--- src/rtl/dram_req_arbiter_pkg.sv ---
// -----------------------------------------------------------------------------
// dram_req_arbiter_pkg
// Shared definitions for the DRAM request arbiter: the arbitration state
// encoding (also exported on arb_state for debug) and default widths and
// burst limits.
// -----------------------------------------------------------------------------
package dram_req_arbiter_pkg;

  localparam int unsigned ADDR_W_DEF       = 27;
  localparam int unsigned DATA_W_DEF       = 128;
  localparam int unsigned WR_BURST_MAX_DEF = 16;
  localparam int unsigned RD_BURST_MAX_DEF = 8;

  // Encoding is visible on the arb_state debug port, so keep it stable.
  typedef enum logic [2:0] {
    ST_IDLE    = 3'd0,
    ST_WRITE   = 3'd1,
    ST_DRAIN_W = 3'd2,
    ST_READ    = 3'd3,
    ST_DRAIN_R = 3'd4
  } arb_state_t;

endpackage

--- src/rtl/dram_req_arbiter_if.sv ---
// -----------------------------------------------------------------------------
// dram_req_arbiter_if
// Bundles the capture (write) side, readback (read) side and memory-interface
// handshake signals of the DRAM request arbiter.
//   slave  : arbiter view (requests/allowed from clients and memory are inputs,
//            forwarded requests and grants are outputs)
//   master : environment view (capture, readback and memory-interface models)
// -----------------------------------------------------------------------------
interface dram_req_arbiter_if
  import dram_req_arbiter_pkg::*;
#(
  parameter int unsigned ADDR_W = ADDR_W_DEF,
  parameter int unsigned DATA_W = DATA_W_DEF
);

  // capture side
  logic              cap_write_req;
  logic [ADDR_W-1:0] cap_wr_adx;
  logic [DATA_W-1:0] cap_wr_data;
  logic              cap_write_allowed;

  // readback side
  logic              rb_read_req;
  logic [ADDR_W-1:0] rb_rd_adx;
  logic              rb_read_allowed;

  // memory interface
  logic              mem_write_req;
  logic [ADDR_W-1:0] mem_wr_adx;
  logic [DATA_W-1:0] mem_wr_data;
  logic              mem_write_allowed;
  logic              mem_writes_pending;
  logic              mem_read_req;
  logic [ADDR_W-1:0] mem_rd_adx;
  logic              mem_read_allowed;
  logic              mem_reads_pending;

  modport slave (
    input  cap_write_req, cap_wr_adx, cap_wr_data,
    output cap_write_allowed,
    input  rb_read_req, rb_rd_adx,
    output rb_read_allowed,
    output mem_write_req, mem_wr_adx, mem_wr_data,
    input  mem_write_allowed, mem_writes_pending,
    output mem_read_req, mem_rd_adx,
    input  mem_read_allowed, mem_reads_pending
  );

  modport master (
    output cap_write_req, cap_wr_adx, cap_wr_data,
    input  cap_write_allowed,
    output rb_read_req, rb_rd_adx,
    input  rb_read_allowed,
    input  mem_write_req, mem_wr_adx, mem_wr_data,
    output mem_write_allowed, mem_writes_pending,
    input  mem_read_req, mem_rd_adx,
    output mem_read_allowed, mem_reads_pending
  );

endinterface

--- src/rtl/dram_req_arbiter.sv ---
// -----------------------------------------------------------------------------
// dram_req_arbiter
// Arbitrates a capture-side write stream and a readback-side read stream onto
// a single DRAM memory interface. One direction owns the interface at a time;
// the owner is granted by passing its request/allowed handshake straight
// through. When the other side is waiting, the owner is limited to a burst of
// WR_BURST_MAX writes / RD_BURST_MAX reads, after which the arbiter drains the
// memory interface (waits for the pending flag to drop) before turning around.
//
// Ports:
//   clk       : system clock, rising edge
//   reset     : synchronous active-high reset
//   bus       : dram_req_arbiter_if.slave (capture, readback, memory handshakes)
//   mem_mode  : registered direction, 0 = write, 1 = read
//   arb_state : current arbitration state (debug)
// -----------------------------------------------------------------------------
module dram_req_arbiter
  import dram_req_arbiter_pkg::*;
#(
  parameter int unsigned ADDR_W       = ADDR_W_DEF,
  parameter int unsigned DATA_W       = DATA_W_DEF,
  parameter int unsigned WR_BURST_MAX = WR_BURST_MAX_DEF,
  parameter int unsigned RD_BURST_MAX = RD_BURST_MAX_DEF
) (
  input  logic                  clk,
  input  logic                  reset,
  dram_req_arbiter_if.slave     bus,
  output logic                  mem_mode,
  output logic [2:0]            arb_state
);

  localparam int unsigned WR_CNT_W = $clog2(WR_BURST_MAX + 1);
  localparam int unsigned RD_CNT_W = $clog2(RD_BURST_MAX + 1);
  localparam logic [WR_CNT_W-1:0] WR_CNT_MAX = WR_CNT_W'(WR_BURST_MAX);
  localparam logic [RD_CNT_W-1:0] RD_CNT_MAX = RD_CNT_W'(RD_BURST_MAX);

  arb_state_t          r_state;
  arb_state_t          w_state_next;
  logic [WR_CNT_W-1:0] r_wr_cnt;
  logic [RD_CNT_W-1:0] r_rd_cnt;
  logic [WR_CNT_W-1:0] w_wr_cnt_after;
  logic [RD_CNT_W-1:0] w_rd_cnt_after;
  logic                r_mem_mode;
  logic                w_wr_accept;
  logic                w_rd_accept;
  logic                w_wr_limit;
  logic                w_rd_limit;
  logic [ADDR_W-1:0]   w_wr_adx;
  logic [DATA_W-1:0]   w_wr_data;
  logic [ADDR_W-1:0]   w_rd_adx;

  // Address and data are forwarded unconditionally; only the request and
  // allowed strobes are gated by the arbitration state.
  assign w_wr_adx        = bus.cap_wr_adx;
  assign w_wr_data       = bus.cap_wr_data;
  assign w_rd_adx        = bus.rb_rd_adx;
  assign bus.mem_wr_adx  = w_wr_adx;
  assign bus.mem_wr_data = w_wr_data;
  assign bus.mem_rd_adx  = w_rd_adx;

  // Accepts are derived from the raw client/memory strobes so they do not
  // depend on the gated outputs driven below.
  assign w_wr_accept = (r_state == ST_WRITE) && bus.cap_write_req && bus.mem_write_allowed;
  assign w_rd_accept = (r_state == ST_READ)  && bus.rb_read_req   && bus.mem_read_allowed;

  // Burst count including this cycle's accept. Testing the post-accept value
  // lets the exit happen in the same cycle as the last permitted accept, so
  // a waiting side sees exactly WR_BURST_MAX / RD_BURST_MAX transfers go by.
  assign w_wr_cnt_after = (w_wr_accept && (r_wr_cnt != WR_CNT_MAX)) ? r_wr_cnt + 1'b1 : r_wr_cnt;
  assign w_rd_cnt_after = (w_rd_accept && (r_rd_cnt != RD_CNT_MAX)) ? r_rd_cnt + 1'b1 : r_rd_cnt;
  assign w_wr_limit     = (w_wr_cnt_after == WR_CNT_MAX);
  assign w_rd_limit     = (w_rd_cnt_after == RD_CNT_MAX);

  // Next state and handshake gating.
  always_comb begin
    w_state_next          = r_state;
    bus.mem_write_req     = 1'b0;
    bus.cap_write_allowed = 1'b0;
    bus.mem_read_req      = 1'b0;
    bus.rb_read_allowed   = 1'b0;

    case (r_state)
      ST_IDLE: begin
        if (bus.cap_write_req) begin
          w_state_next = ST_WRITE;
        end else if (bus.rb_read_req) begin
          w_state_next = ST_READ;
        end
      end

      ST_WRITE: begin
        bus.mem_write_req     = bus.cap_write_req;
        bus.cap_write_allowed = bus.mem_write_allowed;
        if ((bus.rb_read_req && (!bus.cap_write_req || w_wr_limit)) ||
            (!bus.rb_read_req && !bus.cap_write_req)) begin
          w_state_next = ST_DRAIN_W;
        end
      end

      ST_DRAIN_W: begin
        // After a write burst the reader gets priority.
        if (!bus.mem_writes_pending) begin
          if (bus.rb_read_req) begin
            w_state_next = ST_READ;
          end else if (bus.cap_write_req) begin
            w_state_next = ST_WRITE;
          end else begin
            w_state_next = ST_IDLE;
          end
        end
      end

      ST_READ: begin
        bus.mem_read_req    = bus.rb_read_req;
        bus.rb_read_allowed = bus.mem_read_allowed;
        if ((bus.cap_write_req && (!bus.rb_read_req || w_rd_limit)) ||
            (!bus.cap_write_req && !bus.rb_read_req)) begin
          w_state_next = ST_DRAIN_R;
        end
      end

      ST_DRAIN_R: begin
        // After a read burst the writer gets priority.
        if (!bus.mem_reads_pending) begin
          if (bus.cap_write_req) begin
            w_state_next = ST_WRITE;
          end else if (bus.rb_read_req) begin
            w_state_next = ST_READ;
          end else begin
            w_state_next = ST_IDLE;
          end
        end
      end

      default: begin
        w_state_next = ST_IDLE;
      end
    endcase
  end

  always_ff @(posedge clk) begin
    if (reset) begin
      r_state    <= ST_IDLE;
      r_wr_cnt   <= '0;
      r_rd_cnt   <= '0;
      r_mem_mode <= 1'b0;
    end else begin
      r_state <= w_state_next;

      // Counters restart on every entry into their burst state.
      if ((w_state_next == ST_WRITE) && (r_state != ST_WRITE)) begin
        r_wr_cnt <= '0;
      end else if (r_state == ST_WRITE) begin
        r_wr_cnt <= w_wr_cnt_after;
      end

      if ((w_state_next == ST_READ) && (r_state != ST_READ)) begin
        r_rd_cnt <= '0;
      end else if (r_state == ST_READ) begin
        r_rd_cnt <= w_rd_cnt_after;
      end

      // Direction flips only on entry into a burst state; drain states
      // guarantee the opposite side has no pending traffic by then.
      if ((w_state_next == ST_READ) && (r_state != ST_READ)) begin
        r_mem_mode <= 1'b1;
      end else if ((w_state_next == ST_WRITE) && (r_state != ST_WRITE)) begin
        r_mem_mode <= 1'b0;
      end
    end
  end

  assign mem_mode  = r_mem_mode;
  assign arb_state = r_state;

endmodule
--- src/flat_wrapper.sv ---
// flat-port wrapper written by rule: the top's interface ports become plain ports
module dram_req_arbiter_flat import dram_req_arbiter_pkg::*;
#(
  parameter int unsigned ADDR_W       = ADDR_W_DEF,
  parameter int unsigned DATA_W       = DATA_W_DEF,
  parameter int unsigned WR_BURST_MAX = WR_BURST_MAX_DEF,
  parameter int unsigned RD_BURST_MAX = RD_BURST_MAX_DEF
)
  (clk, reset, mem_mode, arb_state, bus_cap_write_req, bus_cap_wr_adx, bus_cap_wr_data, bus_cap_write_allowed, bus_rb_read_req, bus_rb_rd_adx, bus_rb_read_allowed, bus_mem_write_req, bus_mem_wr_adx, bus_mem_wr_data, bus_mem_write_allowed, bus_mem_writes_pending, bus_mem_read_req, bus_mem_rd_adx, bus_mem_read_allowed, bus_mem_reads_pending);
  dram_req_arbiter_if #(.ADDR_W(ADDR_W), .DATA_W(DATA_W)) bus_i ();
  input  logic clk;
  input  logic reset;
  output logic mem_mode;
  output logic [2:0] arb_state;
  input wire logic [$bits(bus_i.cap_write_req)-1:0] bus_cap_write_req;
  input wire logic [$bits(bus_i.cap_wr_adx)-1:0] bus_cap_wr_adx;
  input wire logic [$bits(bus_i.cap_wr_data)-1:0] bus_cap_wr_data;
  output wire logic [$bits(bus_i.cap_write_allowed)-1:0] bus_cap_write_allowed;
  input wire logic [$bits(bus_i.rb_read_req)-1:0] bus_rb_read_req;
  input wire logic [$bits(bus_i.rb_rd_adx)-1:0] bus_rb_rd_adx;
  output wire logic [$bits(bus_i.rb_read_allowed)-1:0] bus_rb_read_allowed;
  output wire logic [$bits(bus_i.mem_write_req)-1:0] bus_mem_write_req;
  output wire logic [$bits(bus_i.mem_wr_adx)-1:0] bus_mem_wr_adx;
  output wire logic [$bits(bus_i.mem_wr_data)-1:0] bus_mem_wr_data;
  input wire logic [$bits(bus_i.mem_write_allowed)-1:0] bus_mem_write_allowed;
  input wire logic [$bits(bus_i.mem_writes_pending)-1:0] bus_mem_writes_pending;
  output wire logic [$bits(bus_i.mem_read_req)-1:0] bus_mem_read_req;
  output wire logic [$bits(bus_i.mem_rd_adx)-1:0] bus_mem_rd_adx;
  input wire logic [$bits(bus_i.mem_read_allowed)-1:0] bus_mem_read_allowed;
  input wire logic [$bits(bus_i.mem_reads_pending)-1:0] bus_mem_reads_pending;
  assign bus_i.cap_write_req = bus_cap_write_req;
  assign bus_i.cap_wr_adx = bus_cap_wr_adx;
  assign bus_i.cap_wr_data = bus_cap_wr_data;
  assign bus_cap_write_allowed = bus_i.cap_write_allowed;
  assign bus_i.rb_read_req = bus_rb_read_req;
  assign bus_i.rb_rd_adx = bus_rb_rd_adx;
  assign bus_rb_read_allowed = bus_i.rb_read_allowed;
  assign bus_mem_write_req = bus_i.mem_write_req;
  assign bus_mem_wr_adx = bus_i.mem_wr_adx;
  assign bus_mem_wr_data = bus_i.mem_wr_data;
  assign bus_i.mem_write_allowed = bus_mem_write_allowed;
  assign bus_i.mem_writes_pending = bus_mem_writes_pending;
  assign bus_mem_read_req = bus_i.mem_read_req;
  assign bus_mem_rd_adx = bus_i.mem_rd_adx;
  assign bus_i.mem_read_allowed = bus_mem_read_allowed;
  assign bus_i.mem_reads_pending = bus_mem_reads_pending;
  dram_req_arbiter #(.ADDR_W(ADDR_W), .DATA_W(DATA_W), .WR_BURST_MAX(WR_BURST_MAX), .RD_BURST_MAX(RD_BURST_MAX)) u_core (.clk(clk), .reset(reset), .bus(bus_i), .mem_mode(mem_mode), .arb_state(arb_state));
endmodule
--- config.mk ---
export PLATFORM = sky130hd
export DESIGN_NAME = dram_req_arbiter_flat
export DESIGN_NICKNAME = d
export VERILOG_FILES = /design/src/rtl/dram_req_arbiter_pkg.sv /design/src/rtl/dram_req_arbiter_if.sv /design/src/rtl/dram_req_arbiter.sv /design/src/flat_wrapper.sv
export SDC_FILE = /design/constraint.sdc
export NUM_CORES = 1
export LEC_CHECK = 0
export CAP_MARGIN = 5
export CORE_AREA = 5 5 145 147
export DETAILED_ROUTE_END_ITERATION = 12
export DIE_AREA = 0 0 150 152
export HOLD_SLACK_MARGIN = 0.1
export SLEW_MARGIN = 20
export SYNTH_ARGS = -nofsm -noshare
export SYNTH_HDL_FRONTEND = slang
export SYNTH_SLANG_ARGS = --single-unit
--- constraint.sdc ---
create_clock -name clk -period 2.5 [get_ports clk]
set_input_delay 0.375 -clock clk [delete_from_list [all_inputs] [get_ports clk]]
set_output_delay 0.375 -clock clk [all_outputs]
set_load 0.01 [all_outputs]
[Word-level counts from Yosys, hierarchy flattened]
Index checks and enable logic that the tools add are counted.
Storage, ports and cells
  flip-flop bits (word level): 13
  input bits: 190
  output and inout port bits: 190
  logic and storage cells: 58
Operators by class
  $add $sub $neg: 2
  equality and inequality tests: 12
  multiplexer cells: 19
  reductions and logical operators: 21
Operators with widths (number)
  two-way mux 3 bit: 8
  one-hot mux 3 bit (5 select lines): 1
  logical AND 1 bit: 11
  == test 3 x 2 -> 1 bit (second input constant): 3
  two-way mux 1 bit: 7
  == test 3 x 1 -> 1 bit (second input constant): 2
  adder 5 x 1 -> 5 bit (second input constant): 1
  == test 5 bit (second input constant): 1
  two-way mux 5 bit: 1
  != test 5 bit (second input constant): 1
  adder 4 x 1 -> 4 bit (second input constant): 1
  == test 4 bit (second input constant): 1
  logical OR 1 bit: 4
  two-way mux 4 bit: 1
  != test 4 bit (second input constant): 1
  OR reduction 2 bit: 2
  == test 3 bit (second input constant): 1
  logical NOT 3 bit: 1
  != test 3 x 1 -> 1 bit (second input constant): 1
  != test 3 x 2 -> 1 bit (second input constant): 1
  logical NOT 1 bit: 2
  two-way mux 2 bit: 1
  nonzero test 2 bit: 1

[Longest topological paths before layout]
Gate-level depths: netlist of the first run.
  word-level depth: 15
  mapped depth: 8

[Least setup slack after synthesis of the first run]
OpenSTA, ideal clock, no wires.
  path kind: register -> register
  start point: register u_core.r_rd_cnt[0]
  end point: register u_core.r_wr_cnt[1]
  library setup time: 79 ps
  arrival: 2051 ps
  slack: 369 ps
  cell stages (with the launch flop): 9
  buffers on the path: 0
  path through: dfxtp_1 inv_1 ha_1 and3b_1 o311ai_4 o31ai_2 a311o_2 a31o_4 a211oi_2
On the way
  cells in the longest elaborated chain, start to end: 12
  elaborated cells on any way between the ends: 13
  classes of those cells: add/sub: 1; eq/ne: 3; mux: 3; reduce/logical: 6
Ends and longest elaborated chain
  from (decl): RTL line dram_req_arbiter.sv:40  | logic [RD_CNT_W-1:0] r_rd_cnt;
  from (signal assigned): RTL line dram_req_arbiter.sv:160  | r_rd_cnt <= w_rd_cnt_after;
  branches (longest 2 deep; another with adder 4 x 1 -> 4 bit)
  two-way mux 4 bit (*): RTL line dram_req_arbiter.sv:70  | assign w_rd_cnt_after = (w_rd_accept && (r_rd_cnt != RD_CNT_MAX)) ? r_rd_cnt + 1'b1 : r_rd_cnt;
  == test 4 bit (*): RTL line dram_req_arbiter.sv:72  | assign w_rd_limit = (w_rd_cnt_after == RD_CNT_MAX);
  logical OR 1 bit (*): RTL line dram_req_arbiter.sv:116  | if ((bus.cap_write_req && (!bus.rb_read_req || w_rd_limit)) ||
  logical AND 1 bit (*): RTL line dram_req_arbiter.sv:116
  logical OR 1 bit (*): RTL line dram_req_arbiter.sv:116
  two-way mux 3 bit (*): RTL line dram_req_arbiter.sv:116
  one-hot mux 3 bit (5 select lines) (*): RTL line dram_req_arbiter.sv:82  | case (r_state)
  == test 3 x 1 -> 1 bit (*): RTL line dram_req_arbiter.sv:151  | if ((w_state_next == ST_WRITE) && (r_state != ST_WRITE)) begin
  logical AND 1 bit (*): RTL line dram_req_arbiter.sv:151
  OR reduction 2 bit (no line) (*)
  to (signal assigned): RTL line dram_req_arbiter.sv:154  | r_wr_cnt <= w_wr_cnt_after;
  to (decl): RTL line dram_req_arbiter.sv:39  | logic [WR_CNT_W-1:0] r_wr_cnt;
Mark *: on every way between the ends.
A chain may end at the register's enable or synchronous reset.

[Worst setup path in the final report of the first run]
Ends and elaborated chain as after synthesis.

==> results.tsv, run 1 <==
metric	value	unit
status	completed	
# IOs	380	
Synth area leaders	buf_4 (56%), dfxtp_1 (11%), nor2_1 (2.3%)	
power per cell area	507	nW/um^2
Synthesis Warnings	0	
hold_buf cts	0	
sw frac	32.1	%
count of final hold-check violations	0	
Final Setup Violations	0	
Clock Tree Buf Depth	2	
worst-margin pin slew	0.471	ns
post-CTS setup buffers	0	
final critical-path required period	2.34	ns
#FFs+latches synth	13	
VDD IR max	0.156	mV
Initial DRT Pass Iterations	4	
sw power	0.278	mW
Final nets	346	
Net Count, Synth	502	
top-area cell type share of the netlist area	56.0	%
Clk pwr share	35.4	%
CP Class	flip-flop to flip-flop	
RSZ-0062 raised after global routing	no	
proportion of layout cells with a drive suffix above 1	19.2	%
Num CTS Buffers	3	
die area	22800	um^2
crit path DAT	2.51	ns
clk sinks	13	
Congestion Overflow GR	0	
Post-synth EDFFs	0	
asr flop ratio synth	0	%
sequential share of the synthesized area	10.6	%
worst skew pair latency	0.25	ns
Fmax achieved	0.427	GHz
Initial Util	12.4	%
CP Max Fanout	6	
Cell Int Power	0.588	mW
Core ar.	19800	um^2
Yosys top cell by area	buf_4	
leakage	0.515	nW
clock skew	0.00721	ns
vias post-DR	1315	
pin count of the biggest net entering global routing	10	
Critical Path End Type	flip-flop	
TritonCTS clock tree	done	
Flop pwr share	29.7	%
fin crit share	93.7	%
DRT Wirelength	6360	um
post-synthesis cell count	308	
post-CTS sizing	0	
ANT cells	0	
global-route wire length before repair	8720	um
Root Buffer	clkbuf_16	
PortBufs	15	
Comb pwr share	34.8	%
Slew Limit Fails	0	
antenna-violating nets left	0	
synth unique cells	51	
Die Wd	150	um
number of global-route vias before repair	1385	
starting DRC count in detailed routing	46	
antenna violations before repair	2	
H-tree Lvls	1	
Mapped Avg Cell Area	7.97	um^2
# rows	52	
max-capacitance violation count	0	
Worst Path Required	2.66	ns
Primary FF master, synth	dfxtp_1	
DRC violations left	0	
Setup crit start kind	flip-flop	
GPL Wtd Cong	0.768	
mapped cell area	2450	um^2
most frequent cell after synthesis	buf_4	
wire length per cell	15.1	um
Die Ht	152	um
final design utilization	8.63	%
GRT Total Usage	5.24	%
TNS Setup	0	ns
clock slew at reported path FFs	0.05	ns
Max-Slew Margin vs Limit	68.2	%
area grow syn2layout	-30.4	%
Tightest Hold Check Type	flip-flop to flip-flop	
top cells by instance count after synthesis	buf_4 (183), nor2_1 (15), dfxtp_1 (13)	
placed wire-length estimate	5270	um
DR vias/cell	3.12	
placed cells by master (no fill, tap or decap), types with 2 or more instances in the layout:
cell type	instances
a211oi_1	3
a21oi_1	2
a31oi_1	2
buf_4	11
clkbuf_16	3
clkdlybuf4s50_1	15
dfxtp_1	13
ha_1	4
inv_1	11
nand2_1	8
nand2b_1	2
nand4_1	2
nand4bb_1	2
nor2_1	15
nor3_1	7
nor4_1	4
o211ai_1	2
o21ai_0	3
o2bb2ai_2	2
o31ai_1	2
xnor2_1	6
xor2_1	3
through the flow:
step | area, um^2 | total power, mW | std cells | hold slack, ns | worst slack [ns]
after detailed placement | 1630 | 0.564 | 417 | 0.459 | 0.0538
after CTS | 1710 | 0.875 | 421 | 0.466 | 0.168
after floorplan | 2450 | 0.744 | 308 | 0.467 | 0.369
after global routing | 1710 | 0.910 | 421 | 0.496 | 0.00848
final | 1710 | 0.866 | 421 | 0.454 | 0.158
after global placement | 1630 | 0.566 | 417 | 0.454 | 0.0768
worst max-delay path, stage by stage, from the launching register on:
cell	delay, ns
dfxtp_1	0.40
inv_1	0.13
ha_1	0.24
and3b_1	0.23
o311ai_4	0.23
o31ai_2	0.11
a311o_2	0.45
a31o_4	0.28
a211oi_2	0.18
routing by layer:
metal | routed length (um) | GRT usage, % | up-vias
li1 | - | - | 521
met5 | 21 | 0 | -
met2 | 2510 | 6.87 | 147
met1 | 1480 | 3.52 | 537
met4 | 900 | 6.80 | 4
met3 | 1460 | 5.48 | 106
registers in the layout, indices dropped and copies added, names as in the netlist:
name,cells
u_core.r_wr_cnt,5
u_core.arb_state,3
u_core.mem_mode,1
u_core.r_rd_cnt,4
kinds of logic (layout without fill, tap and decap cells):
kind of cell    after synthesis  after routing  synth area share [%]
buf+inv                     199             42                  58.8
xor+xnor                      9              9                  3.21
flops                        13             13                  10.6
fa+ha+maj                     4              4                  2.04
simple gates                 51             51                  12.7
compound gates               32             32                  12.6
path summary, 6_finish.rpt:
kind,startpoint,endpoint,slack [ns],depth (start not counted)
hold reg to reg,u_core.mem_mode$_SDFFE_PP0P_,u_core.mem_mode$_SDFFE_PP0P_,0.45,2
setup / recovery,u_core.r_rd_cnt[0]$_SDFFE_PP0N_,u_core.r_wr_cnt[1]$_SDFFE_PP0N_,0.16,8
setup reg to reg,u_core.r_rd_cnt[0]$_SDFFE_PP0N_,u_core.r_wr_cnt[1]$_SDFFE_PP0N_,0.16,8
hold / removal,u_core.mem_mode$_SDFFE_PP0P_,u_core.mem_mode$_SDFFE_PP0P_,0.45,2
layout make-up:
class                      count  area (um^2)
fill                        2318        18100
clock buffer                   3         75.1
sequential                    13          260
tap                          270          338
timing repair buffer          26          233
multi-input combinational     96          751
inverter                      12         45.0
clock inverter                 1         5.00
power by group through the flow:
stage	Sequential (mW)	Clock [mW]	Combinational, mW
after floorplan	0.245	0	0.498
after global placement	0.262	0	0.304
after detailed placement	0.262	0	0.301
after CTS	0.258	0.311	0.306
after global routing	0.261	0.318	0.331
final	0.257	0.307	0.302
Power figures use the tool's default switching activity.
==> run 2, diff against run 1 <==
- CAP_MARGIN: 5 -> 30
==> results of run 2 <==
Same layout as run 1: the final DEF is identical, and so are final timing and power.
